`config.mk`:
```
export PLATFORM = sky130hd
export DESIGN_NAME = n_sumador
export DESIGN_NICKNAME = d
export VERILOG_FILES = /design/src/rtl/n_sumador.sv
export SDC_FILE = /design/constraint.sdc
export NUM_CORES = 1
export LEC_CHECK = 0
export CELL_PAD_IN_SITES_DETAIL_PLACEMENT = 0
export CELL_PAD_IN_SITES_GLOBAL_PLACEMENT = 2
export CORE_UTILIZATION = 25
export CTS_CLUSTER_SIZE = 30
export DETAILED_ROUTE_END_ITERATION = 16
export GPL_ROUTABILITY_DRIVEN = 0
export PLACE_DENSITY = 0.87
export SLEW_MARGIN = 10
export SYNTH_ARGS = -nofsm -noshare
export SYNTH_HDL_FRONTEND = slang
export SYNTH_SLANG_ARGS = --single-unit
```
`constraint.sdc`:
```
create_clock -name clk -period 9.25 [get_ports clk]
set_input_delay 1.85 -clock clk [delete_from_list [all_inputs] [get_ports clk]]
set_output_delay 1.85 -clock clk [all_outputs]
set_load 0.01 [all_outputs]
```
`src/rtl/n_sumador.sv`:
```
// Registered N-bit ripple-carry adder/subtractor with carry, overflow and zero flags.
// Define NSUM_SATURATE_EN to clamp signed overflow instead of wrapping.
module n_sumador #(
  parameter int N = 5
) (
  input  logic         clk,
  input  logic         rst_n,
  input  logic         in_valid,
  input  logic [N-1:0] a,
  input  logic [N-1:0] b,
  input  logic         cin,
  input  logic         sub,
  output logic [N-1:0] result,
  output logic         cout,
  output logic         overflow,
  output logic         zero,
  output logic         out_valid
);

  logic [N-1:0] bb;
  logic [N-1:0] sum_c;
  logic [N-1:0] final_c;
  logic         carry;
  logic         carry_msb;
  logic         cout_c;
  logic         ovf_c;

  assign bb = sub ? ~b : b;

  // Full-adder cells chained LSB to MSB; carry_msb captures the carry into the top cell.
  always_comb begin
    carry     = cin;
    carry_msb = 1'b0;
    sum_c     = '0;
    for (int i = 0; i < N; i++) begin
      carry_msb = carry;
      sum_c[i]  = a[i] ^ bb[i] ^ carry;
      carry     = (a[i] & bb[i]) | (carry & (a[i] ^ bb[i]));
    end
    cout_c = carry;
    ovf_c  = carry_msb ^ carry;
  end

`ifdef NSUM_SATURATE_EN
  // Operands with a clear sign bit can only overflow upwards.
  always_comb begin
    final_c = sum_c;
    if (ovf_c) begin
      if (!a[N-1] && !bb[N-1])
        final_c = {1'b0, {(N-1){1'b1}}};
      else
        final_c = {1'b1, {(N-1){1'b0}}};
    end
  end
`else
  assign final_c = sum_c;
`endif

  always_ff @(posedge clk) begin
    if (!rst_n) begin
      result    <= '0;
      cout      <= 1'b0;
      overflow  <= 1'b0;
      zero      <= 1'b0;
      out_valid <= 1'b0;
    end else if (in_valid) begin
      result    <= final_c;
      cout      <= cout_c;
      overflow  <= ovf_c;
      zero      <= (final_c == '0);
      out_valid <= 1'b1;
    end else begin
      out_valid <= 1'b0;
    end
  end

endmodule

```
# Word level (Yosys, flattened, before mapping)
# Cells that the tools add are included.
# W data, S select, Z words.
# word_totals
register_bits,9
input_bits,15
output_inout_bits,9
word_cells,35
# op_classes
mux,2
bitwise_logic,27
reduce_logical,1
# op_table
operator,count
$xor A1 B1 Y1,11
$and A1 B1 Y1,10
$logic_not A5 Y1,1
$mux W5,1
$not A5 Y5,1
$or A1 B1 Y1,5
$mux W1,1

# Depth between registers and ports, before layout
# depth
ltp_word,14
depth_mapped,12
ltp_nobuf,11

# Worst setup path after synthesis
# OpenSTA, ideal clock, no wires.
# synth_timing
kind,input -> register
from,input sub
to,register zero
setup_ps,69
arrival_time_ps,4271
t_required_ps,9181
path_slack_ps,4910
path_stages,12
path_buffers,1
cell_sequence,buf_2 xnor2_1 fa_1 inv_1 fa_1 inv_1 fa_1 fa_1 inv_1 fa_1 nand4bb_1 o21ai_1
# synth_via
elab_chain_len,12
word_cells_on_any_way,24
classes_between,1 x mux; 22 x bitwise; 1 x reduce/logical
# synth_rtl
element,line,text
from (decl),12,"input logic sub,"
$mux W5 *,28,assign bb = sub ? ~b : b;
$xor A1 B1 Y1,38,carry = (a[i] & bb[i]) | (carry & (a[i] ^ bb[i]));
$and A1 B1 Y1,38,
$or A1 B1 Y1,38,
$and A1 B1 Y1,38,
$or A1 B1 Y1,38,
$and A1 B1 Y1,38,
$or A1 B1 Y1,38,
$and A1 B1 Y1,38,
$or A1 B1 Y1,38,
$xor A1 B1 Y1 *,37,sum_c[i] = a[i] ^ bb[i] ^ carry;
named net final_c[4],22,logic [N-1:0] final_c;
$logic_not A5 Y1 *,70,zero <= (final_c == '0);
to (signal assigned),70,
to (decl),16,"output logic zero,"
# The timed path passes the listed nets; every way through them passes the cells marked *.
# A chain may end at the register's enable or synchronous reset.

# Worst setup path in the final report
# Ends and elaborated chain as after synthesis.

==> results.py <==
metrics = {
    "run_status": {
        "status": "completed",
    },
    "power": {
        "power.density_mw_per_mm2": 142,
        "leakage_nw": 0.342,
        "ir_worst_vdd_mv": 0.0664,
    },
    "sta": {
        "drv_slew": 0,
        "rsz0062_at_grt": "no",
        "finalSetupViolCount": 0,
        "timing.hold.ws_ps": 475,
        "hold_violations": 0,
        "fmax_ghz": 0.214,
        "fin_crit_sh_pct": 50.5,
        "min_period_ps": 4670,
        "fin_tns_setup_ps": 0,
        "fin_ws_ps": 4580,
        "fin_worst_skew_ps": 0,
        "relSlewSlack_pct": 67.8,
        "worst_pin_slew_ps": 482,
    },
    "synthesis": {
        "synth.area.top_cells": "dfxtp_1 (34%), fa_1 (19%), xnor2_1 (6.6%)",
        "synth.avg_cell_area_um2": 10.8,
        "synth_fp_nets": 69,
        "synth-adder-area-share_pct": 18.9,
        "yosys.area.top_type": "dfxtp_1",
        "synth_top_area_share_pct": 34.0,
        "netlist_instances": 49,
        "synth_area_um2": 529,
        "seq_area_frac_synth_pct": 34.0,
        "synthXorXnorAreaFrac_pct": 9.93,
        "yosysWarnings": 0,
        "ys_seq_elements": 9,
        "synth_mux_area_share_pct": 5.67,
        "yosys.area_share.simple_pct": 13.0,
        "ys_types": 17,
        "synth_top_family_by_area": "adder cells",
        "synth-compound-area-share_pct": 8.27,
    },
    "critical_path": {
        "critPathSlowestCell": "clkdlybuf4s50_1",
        "worstSetupPathType": "input pin to flip-flop",
        "start_kind": "input pin",
        "end_kind": "flip-flop",
        "path_cells": "clkdlybuf4s50_1 > xnor2_1 > fa_1 > inv_1 > fa_1 > inv_1 > fa_1 > fa_1 > inv_1 > fa_1 > nand4bb_1 > o21ai_1",
        "required_ps": 9440,
        "cp_common_cell": "fa_1",
        "max_stage_delay_ps": 620,
        "arrival_ps": 4860,
        "cp_max_fo": 5,
    },
    "placement": {
        "preCtsSetupSlack_ps": 4290,
        "io_buffer_count": 23,
    },
    "detailed_routing": {
        "drt_iter0_drc": 12,
        "via_per_inst": 4.00,
        "routed_wl_um": 907,
        "ant_nets": 0,
        "first_pass_iters": 4,
        "wl_per_cell_um": 9.07,
        "drc": 0,
        "via_count": 400,
    },
    "clock_network": {
        "cts_sinks": 9,
        "ctsResizeCount": 0,
        "tritoncts": "done",
        "post-cts-setup-buffers": 0,
        "cts-buffers-inserted": 3,
        "clk_latency_ps": 250,
        "path_clk_slew_ps": 60,
        "holdBufCountCts": 0,
        "clk_path_buf_depth": 2,
        "cts_root_buf": "clkbuf_4",
        "htree_levels": 1,
    },
    "global_route": {
        "antenna_found_initial": 0,
        "grt_pass1_vias": 347,
        "grt_max_degree": 14,
        "grt_pass1_wl_um": 1390,
        "track_usage_pct": 8.89,
        "overflow": 0,
    },
    "finish": {
        "final-seq-area_um2": 180,
        "fillCellCount": 205,
        "num_antenna_cells": 0,
        "drive_gt1_share_pct": 5.48,
        "nets": 94,
        "area.growth.synth_to_final_pct": 49.6,
        "multi_input_area_um2": 295,
    },
    "die": {
        "num_rows": 16,
        "core_area_mm2": 0.00198,
        "die_y_um": 48.0,
        "initial_utilization_pct": 26.7,
        "num_io_pins": 24,
        "die_area_mm2": 0.00230,
        "die_w_um": 48.0,
    },
    "job": {
        "maxCapViolations": 0,
    },
    "min_path": {
        "hp-class": "flip-flop to flip-flop",
    },
}
## power breakdown
part | internal, mW | switching, mW | total (mW)
registers | 0.0429 | 0.00204 | 0.0449
logic | 0.0233 | 0.0156 | 0.0389
clock network | 0.0165 | 0.0124 | 0.0289
## sequential cells by signal, summed over array words and instances, names as in the netlist
signal	flops
out_valid	1
zero	1
cout	1
result	5
overflow	1
## critical path: cells and delay by family
kind,cells,cell delay (ps)
and+or+nand+nor,1,190
buffers and inverters,4,830
adders and majority gates,5,1740
AOI/OAI and AO/OA,1,140
xor gates and xnor gates,1,120
## cell families (layout without fill, tap and decap cells)
family,Yosys count,after routing
AND/OR/NAND/NOR,11,11
buffers and inverters,10,34
flip-flops,9,9
XOR/XNOR,6,6
adder cells (fa/ha/maj),5,5
AO/OA/AOI/OAI,5,5
multiplexers,3,3
## layer usage
| layer | GRT usage [%] | up-vias | part of all wire [%] |
|---|---|---|---|
| met5 | 0 | - | 0 |
| met2 | 12.7 | 21 | 50 |
| met4 | 5.00 | 0 | 0 |
| met1 | 11.4 | 176 | 44 |
| li1 | - | 203 | - |
| met3 | 3.40 | 0 | 5.8 |
## synth_stat cells (all sizes together)
cell     instances
buf              3
xor2             2
nand3            1
a22o             1
nand2            3
dfxtp            9
o211a            3
and2             1
inv              7
mux2i            3
nand4bb          1
nand3b           1
fa               5
nor2b            4
xnor2            4
o21ai            1
## path summary, 6_finish.rpt
kind | to | startpoint | slack, ps | depth (start not counted)
hold / removal | zero$_SDFFE_PN0P_ | zero$_SDFFE_PN0P_ | 480 | 2
setup / recovery | zero$_SDFFE_PN0P_ | sub | 4580 | 12
hold reg to reg | zero$_SDFFE_PN0P_ | zero$_SDFFE_PN0P_ | 480 | 2
setup reg to reg | overflow$_SDFFE_PN0P_ | overflow$_SDFFE_PN0P_ | 8470 | 2
## through the flow
stage | utilization, % | std cells | power (mW) | area (µm²)
after floorplan | - | 49 | 0.0681 | 529
after global placement | 38.6 | 96 | 0.0853 | 766
after detailed placement | 38.6 | 96 | 0.0853 | 766
after CTS | 40.0 | 100 | 0.115 | 792
after global routing | 40.0 | 100 | 0.122 | 792
final | 40.0 | 100 | 0.113 | 792
## layout make-up
| class | instances | area share (%) |
|---|---|---|
| Sequential cell | 9 | 22.7 |
| Multi-Input combinational cell | 30 | 37.3 |
| Clock buffer | 4 | 3.32 |
| Timing Repair Buffer | 23 | 29.1 |
| Inverter | 7 | 3.32 |
| Tap cell | 27 | 4.27 |
## cells in the final DEF (no fill, tap or decap)
| cell type | synthesis | final |
|---|---|---|
| a22o_1 | 1 | 1 |
| and2_4 | 1 | 1 |
| clkbuf_1 | 0 | 1 |
| clkbuf_4 | 0 | 3 |
| clkdlybuf4s50_1 | 0 | 23 |
| dfxtp_1 | 9 | 9 |
| fa_1 | 5 | 5 |
| inv_1 | 7 | 7 |
| mux2i_1 | 3 | 3 |
| nand2_1 | 3 | 3 |
| nand3_1 | 1 | 1 |
| nand3b_1 | 1 | 1 |
| nand4bb_1 | 1 | 1 |
| nor2b_1 | 4 | 4 |
| o211a_1 | 3 | 3 |
| o21ai_1 | 1 | 1 |
| xnor2_1 | 4 | 4 |
| xor2_1 | 2 | 2 |
(Power assumes the default switching activity.)
